[src/rtl/key_event_decoder.sv]
// key_event_decoder: classifies one active-low push-button into short, double, long and auto-repeat events.
// Ports:
//   sys_clk      - system clock (single domain)
//   sys_rst_n    - asynchronous active-low reset
//   key_in       - raw asynchronous button, 0 = pressed
//   key_down     - debounced level, 1 = pressed
//   short_pulse  - one cycle: a lone short press has completed
//   double_pulse - one cycle: second press of a double press released
//   long_pulse   - one cycle: hold time reached LONG_MAX
//   repeat_pulse - one cycle: every REP_MAX cycles while a long press is held
module key_event_decoder #(
    parameter logic [19:0] DEB_MAX  = 20'd999_999,
    parameter logic [25:0] LONG_MAX = 26'd49_999_999,
    parameter logic [24:0] GAP_MAX  = 25'd14_999_999,
    parameter logic [23:0] REP_MAX  = 24'd9_999_999
) (
    input  logic sys_clk,
    input  logic sys_rst_n,
    input  logic key_in,
    output logic key_down,
    output logic short_pulse,
    output logic double_pulse,
    output logic long_pulse,
    output logic repeat_pulse
);
    typedef enum logic [2:0] {IDLE, PRESS1, WAIT2, PRESS2, HOLD} state_t;

    localparam logic [25:0] LONG_END = LONG_MAX - 26'd1;
    localparam logic [25:0] GAP_END  = 26'(GAP_MAX) - 26'd1;
    localparam logic [25:0] REP_END  = 26'(REP_MAX) - 26'd1;

    logic        sync1_q, sync2_q;
    logic [19:0] cnt_deb_q;
    logic        key_down_q, key_prev_q;
    logic        press_ev, rel_ev;
    state_t      state_q;
    logic [25:0] cnt_t_q;
    logic        short_q, double_q, long_q, repeat_q;

    always_ff @(posedge sys_clk or negedge sys_rst_n) begin
        if (!sys_rst_n) begin
            sync1_q <= 1'b1;
            sync2_q <= 1'b1;
        end else begin
            sync1_q <= key_in;
            sync2_q <= sync1_q;
        end
    end

    // key_sync is active-low while key_down is active-high, so equality
    // means the raw level disagrees with the debounced one.
    always_ff @(posedge sys_clk or negedge sys_rst_n) begin
        if (!sys_rst_n) begin
            cnt_deb_q  <= '0;
            key_down_q <= 1'b0;
            key_prev_q <= 1'b0;
        end else begin
            key_prev_q <= key_down_q;
            if (sync2_q != key_down_q) begin
                cnt_deb_q <= '0;
            end else if (cnt_deb_q == DEB_MAX) begin
                cnt_deb_q  <= '0;
                key_down_q <= ~key_down_q;
            end else begin
                cnt_deb_q <= cnt_deb_q + 20'd1;
            end
        end
    end

    assign press_ev = key_down_q & ~key_prev_q;
    assign rel_ev   = ~key_down_q & key_prev_q;

    // Release is tested before every timeout, so a release coinciding with
    // a limit always wins. IDLE follows the key_down level so a press that
    // lands while the FSM is returning to IDLE is still picked up.
    always_ff @(posedge sys_clk or negedge sys_rst_n) begin
        if (!sys_rst_n) begin
            state_q  <= IDLE;
            cnt_t_q  <= '0;
            short_q  <= 1'b0;
            double_q <= 1'b0;
            long_q   <= 1'b0;
            repeat_q <= 1'b0;
        end else begin
            short_q  <= 1'b0;
            double_q <= 1'b0;
            long_q   <= 1'b0;
            repeat_q <= 1'b0;
            case (state_q)
                IDLE: begin
                    cnt_t_q <= '0;
                    if (key_down_q) state_q <= PRESS1;
                end
                PRESS1: begin
                    if (rel_ev) begin
                        state_q <= WAIT2;
                        cnt_t_q <= '0;
                    end else if (cnt_t_q == LONG_END) begin
                        state_q <= HOLD;
                        cnt_t_q <= '0;
                        long_q  <= 1'b1;
                    end else begin
                        cnt_t_q <= cnt_t_q + 26'd1;
                    end
                end
                WAIT2: begin
                    if (press_ev) begin
                        state_q <= PRESS2;
                        cnt_t_q <= '0;
                    end else if (cnt_t_q == GAP_END) begin
                        state_q <= IDLE;
                        cnt_t_q <= '0;
                        short_q <= 1'b1;
                    end else begin
                        cnt_t_q <= cnt_t_q + 26'd1;
                    end
                end
                PRESS2: begin
                    if (rel_ev) begin
                        state_q  <= IDLE;
                        cnt_t_q  <= '0;
                        double_q <= 1'b1;
                    end else if (cnt_t_q == LONG_END) begin
                        state_q <= HOLD;
                        cnt_t_q <= '0;
                        long_q  <= 1'b1;
                    end else begin
                        cnt_t_q <= cnt_t_q + 26'd1;
                    end
                end
                HOLD: begin
                    if (rel_ev) begin
                        state_q <= IDLE;
                        cnt_t_q <= '0;
                    end else if (cnt_t_q == REP_END) begin
                        cnt_t_q  <= '0;
                        repeat_q <= 1'b1;
                    end else begin
                        cnt_t_q <= cnt_t_q + 26'd1;
                    end
                end
                default: begin
                    state_q <= IDLE;
                    cnt_t_q <= '0;
                end
            endcase
        end
    end

    assign key_down     = key_down_q;
    assign short_pulse  = short_q;
    assign double_pulse = double_q;
    assign long_pulse   = long_q;
    assign repeat_pulse = repeat_q;
endmodule

[config.mk]
export PLATFORM = sky130hd
export DESIGN_NAME = key_event_decoder
export DESIGN_NICKNAME = d
export VERILOG_FILES = /design/src/rtl/key_event_decoder.sv
export SDC_FILE = /design/constraint.sdc
export NUM_CORES = 1
export LEC_CHECK = 0
export BUFFER_PORTS_ARGS = -buffer_cell sky130_fd_sc_hd__clkbuf_2
export CORE_MARGIN = 2
export CORE_UTILIZATION = 36
export CTS_CLUSTER_SIZE = 14
export DETAILED_ROUTE_END_ITERATION = 6
export PLACE_DENSITY_LB_ADDON = 0.25
export SYNTH_ARGS = -nofsm -noshare
export SYNTH_HDL_FRONTEND = slang
export SYNTH_SLANG_ARGS = --single-unit
[constraint.sdc]
create_clock -name sys_clk -period 2.1 [get_ports sys_clk]
set_input_delay 0.315 -clock sys_clk [delete_from_list [all_inputs] [get_ports sys_clk]]
set_output_delay 0.315 -clock sys_clk [all_outputs]
set_load 0.005 [all_outputs]
[After elaboration in Yosys (flattened, before gate mapping)]
Cells that the tools add are included.
W data, S select, Z words.
Word-level totals
  flip-flop bits (word level): 57
  latch bits: 0
  bits in writable memories: 0
  bits in read-only memories: 0
  input port bits: 3
  output and inout port bits: 5
  logic and storage cells: 62
  memories kept: 0
Operators by class
  add/sub/neg operators: 2
  $mul: 0
  divide/modulo/power cells: 0
  magnitude comparators: 0
  equality and inequality tests: 12
  shifts and indexed selects: 0
  mux-type cells: 28
  bitwise operators: 5
  reduce and logical (&&, ||, !) cells: 4
Operator list (count)
  $mux W26: 6
  $pmux W26 S3: 1
  $eq A26 B24 Y1 const B: 2
  $mux W20: 2
  $add A26 B1 Y26 const B: 1
  $eq A26 B26 Y1 const B: 1
  $mux W3: 7
  $add A20 B1 Y20 const B: 1
  $eq A20 B20 Y1 const B: 1
  $pmux W3 S5: 1
  $mux W1: 11
  $eq A3 B2 Y1 const B: 2
  $ne A2 B2 Y1 const B: 2
  $eq A3 B1 Y1 const B: 1
  $eq A3 B3 Y1 const B: 1
  $logic_not A3 Y1: 1
  $ne A3 B3 Y1 const B: 1
  $not A1 Y1: 3
  $reduce_and A3 Y1: 1
  $and A1 B1 Y1: 2
  $reduce_and A2 Y1: 1
  $reduce_or A2 Y1: 1
  $ne A1 B1 Y1: 1

[Logic depth before layout (Yosys ltp)]
  word-level depth: 4
  mapped depth: 8
  depth with buffers taken out: 7

[Worst setup path before layout]
Ideal clock, no wire load.
  kind: reg2reg
  from: register cnt_t_q[7]
  to: register cnt_t_q[4]
  library setup time: 0.119 ns
  arrival: 2.029 ns
  data required time: 1.981 ns
  path slack: -0.048 ns
  cell stages (with the launch flop): 7
  buffers on the path: 1
  period minus slack after synthesis: 2.148 ns
  path through: dfrtp_1 or4b_4 nor4_4 a31oi_2 a221oi_4 buf_6 nor2_1
Between the ends
  longest elaborated chain between the ends: 4
  elaborated cells between the ends (all ways): 10
  classes of those cells: eq/ne (3); mux (7)
RTL lines
  start, declared: RTL line 37  | logic [25:0] cnt_t_q;
  start signal, assigned: RTL line 103  | cnt_t_q <= cnt_t_q + 26'd1;
  start signal, assigned: RTL line 115  | cnt_t_q <= cnt_t_q + 26'd1;
  start signal, assigned: RTL line 128  | cnt_t_q <= cnt_t_q + 26'd1;
  $eq A26 B24 Y1, or another cell as far along: RTL line 135  | end else if (cnt_t_q == REP_END) begin
  $mux W26, on equally long branches
  $mux W26, on equally long branches: RTL line 132, 107, 95
  $pmux W26 S3 (*): RTL line 89  | case (state_q)
Every way passes the cells marked *; elsewhere a longest branch is shown, timed or not.
A chain may end at the register's enable or synchronous reset.

[Worst setup path in the final report]
  from: register cnt_t_q[7]
  to: register cnt_t_q[20]
Between the ends
  longest elaborated chain between the ends: 4
  elaborated cells between the ends (all ways): 11
  classes of those cells: add/sub (1); eq/ne (3); mux (7)
RTL lines (RTL line)
  $add A26 B1 Y26, or another cell as far along
  $mux W26, on equally long branches
  $mux W26, on equally long branches: 132, 107, 95
  $pmux W26 S3 (*): 89
Marked as above.

==> reports/results.ini <==
[status]
outcome = complete, but fails checks
violations = setup timing

[timing]
timing.final.crit_share_pct = 101
period_minus_slack_ns = 2.11
holdWs_ns = 0.0688
rsz0062_at_grt = true
setup_viol_count_final = 20
slew_viol_final = 0
clock_skew_ns = 0.00994
worst_pin_slew_ns = 0.486
relSlewSlack_pct = 67.6
clock.fmax_mhz = 473
finalHoldViolations = 0
post-route-worst-setup-slack_ns = -0.0141

[route]
ant_nets = 0
viasPerCell = 4.88
dr.pass1.iters = 4
wirelength_um = 5680
drtIter0Drc = 81
routedWlPerCell_um = 13.2
vias = 2105
drc_errors = 0

[synthesis]
synth.distinct_cells = 34
synth_top_family_by_area = simple AND/OR/NAND/NOR gates
postSynthCellCount = 289
synthMuxAreaShare_pct = 0
synth_top_area_share_pct = 48.8
synth-seq-area-share_pct = 50.6
avgSynthCellArea_sq_um = 9.77
mappedNetlistNets = 295
synth_compound_area_share_pct = 3.15
yosysTopAreaCell = dfrtp_1
synth_fa_ha_area_share_pct = 1.33
ys_ff_latch = 57
synth_area_leaders = dfrtp_1 (49%), xor2_1 (9.6%), nor2_1 (8.2%), nand3_1 (4.1%), xnor2_1 (3.7%)
ys.warnings.count = 0
syn_area_sq_um = 2820
ys_async_sr_fraction_pct = 100
synth_edf_count = 0
synth_xor_xnor_area_share_pct = 13.3
synthSimpleGateAreaFrac_pct = 28.9
ys.flop_type = dfrtp_1

[placement]
place_area_sq_um = 3120
portBuffers = 7
dp_cells = 411
dpl.hpwl_um = 3980
routabilityCongestion = 0.816

[clock_tree]
cts_tree = done
cts_root_buffer = clkbuf_8
insertion_delay_ns = 0.33
cts.sinks = 57
ctsLongestPathBuffers = 2
cts_buffers = 9
htreeDepth = 3
clk_pin_slew_ns = 0.07

[critical_path]
crit_required_ns = 2.31
worstPathArrival_ns = 2.33
cp-start-kind = flop
critical_path_peak_fanout = 26
worstSetupPathType = flop to flop
cp-end-kind = flop

[global_routing]
antenna_found_initial = 0
groute.usage.overall_pct = 15.2
grt_max_degree = 27
grt.overflow.total = 0
grt_pass1_wl_um = 10200
first_global_vias = 2145

[cells_and_area]
layoutNonFillerInstCount = 431
fin_area_sq_um = 3380
drive_gt1_share_pct = 16.7
post-route-util_pct = 44.2
syn2layout_area_growth_pct = 19.7
regArea_sq_um = 1430
multi_input_area_sq_um = 1330
nNetsFinal = 330
nFillCells = 734
num_antenna_cells = 0

[floorplanning]
core_area_sq_um = 7650
die_w_um = 92.6
rows = 32
dieHeight_um = 92.6
die_area_sq_um = 8570
initial_core_util_pct = 36.9
pin_count = 8

[power_and_ir_drop]
power_density_nw_per_um2 = 669
total_power_mw = 2.26
ir_drop_mv = 0.253
leakage_nw = 1.48

[worst_hold_path]
hold_class = input port to flop

[job]
drv_cap = 0

==> state kept, by name, indices dropped and copies added, names as in the netlist <==
| name | flops |
|---|---|
| double_pulse | 1 |
| cnt_t_q | 26 |
| state_q | 3 |
| key_down | 1 |
| cnt_deb_q | 20 |
| short_pulse | 1 |
| key_prev_q | 1 |
| repeat_pulse | 1 |
| sync2_q | 1 |
| long_pulse | 1 |
| sync1_q | 1 |
==> layout by cell type (no fill, tap or decap), drive strengths merged, types with 12 or more instances in the layout <==
master	instances
and3	12
nand2	17
buf	24
clkbuf	21
dfrtp	55
xor2	31
xnor2	12
nand4	16
nor2	62
nand3	23
==> per-stage QoR <==
| step | setup TNS (ns) | setup WS [ns] |
|---|---|---|
| finish | -0.134 | -0.0141 |
| global route | -2.26 | -0.102 |
| CTS | -0.145 | -0.0133 |
| detailed placement | 0 | 0.0130 |
| global placement | 0 | 0.0399 |
| floorplan | -0.409 | -0.0211 |
==> cell type report <==
cell class              count  share of cell area [%]
well taps                 102                    3.78
clock buffers              14                    5.41
inverters                   7                   0.777
flip-flops and latches     57                    42.3
multi-input cells         217                    39.3
clock inverters             2                    1.04
repair buffers             32                    7.40
==> report_power, final <==
group / internal (mW) / switching [mW]
Sequential: 1.11 / 0.00634
Clock: 0.677 / 0.425
Combinational: 0.0140 / 0.0322
==> final timing paths <==
kind / startpoint / slack [ns] / end / cells after the start
min in group asynchronous: sys_rst_n / 0.46 / cnt_deb_q[16] / 2
max in group asynchronous: sys_rst_n / 0.96 / cnt_t_q[2] / 3
max: cnt_t_q[7] / -0.01 / cnt_t_q[20] / 6
min reg2reg: sync1_q / 0.36 / sync2_q / 0
min: key_in / 0.07 / sync1_q / 1
max reg2reg: cnt_t_q[7] / -0.01 / cnt_t_q[20] / 6
==> metal layers <==
metal	global-route usage (%)	wire [um]	vias up
met5	0	0	-
met3	5.37	200	2
met2	22.9	2570	34
met1	20.6	2880	1015
met4	4.48	28	0
li1	-	-	1054
==> synthesized netlist by cell type (2+ instances only) <==
library cell and instances:
dfrtp_1 55, and3_1 12, dfstp_2 2, clkbuf_1 4
xnor2_1 12, inv_1 7, nor3_1 6, and2_1 3
a21oi_1 2, xor2_1 31, nor2_1 62, nand4_1 16
nand2b_1 4, a31oi_1 2, nand2_1 17, nand3_1 23
buf_2 2, ha_1 3, o21ai_0 2, buf_6 2
nand4b_1 2, nor2b_1 2, or4_1 2, nor4_1 6
==> critical path: stages (launching register included) <==
cell and delay, ns:
dfrtp_1 0.39, or4b_4 0.56, nor4_4 0.27, a31oi_2 0.17
a221oi_4 0.33, buf_12 0.21, nor2_1 0.06
==> what timing repair did <==
item                                    CTS  global route
buffers inserted                          2             1
resized for setup                         1             1
endpoints found under the setup margin   25            47
hold buffers                              1             0
endpoints found under the hold margin    18             0
pin swaps                                 0             2
==> kinds of logic after synthesis <==
| group | Yosys count |
|---|---|
| AOI/OAI and AO/OA | 10 |
| adders and majority gates | 3 |
| and+or+nand+nor | 161 |
| xor gates and xnor gates | 43 |
| buffers and inverters | 15 |
| DFF | 57 |
Note: power is estimated with default switching activity, not from simulation.
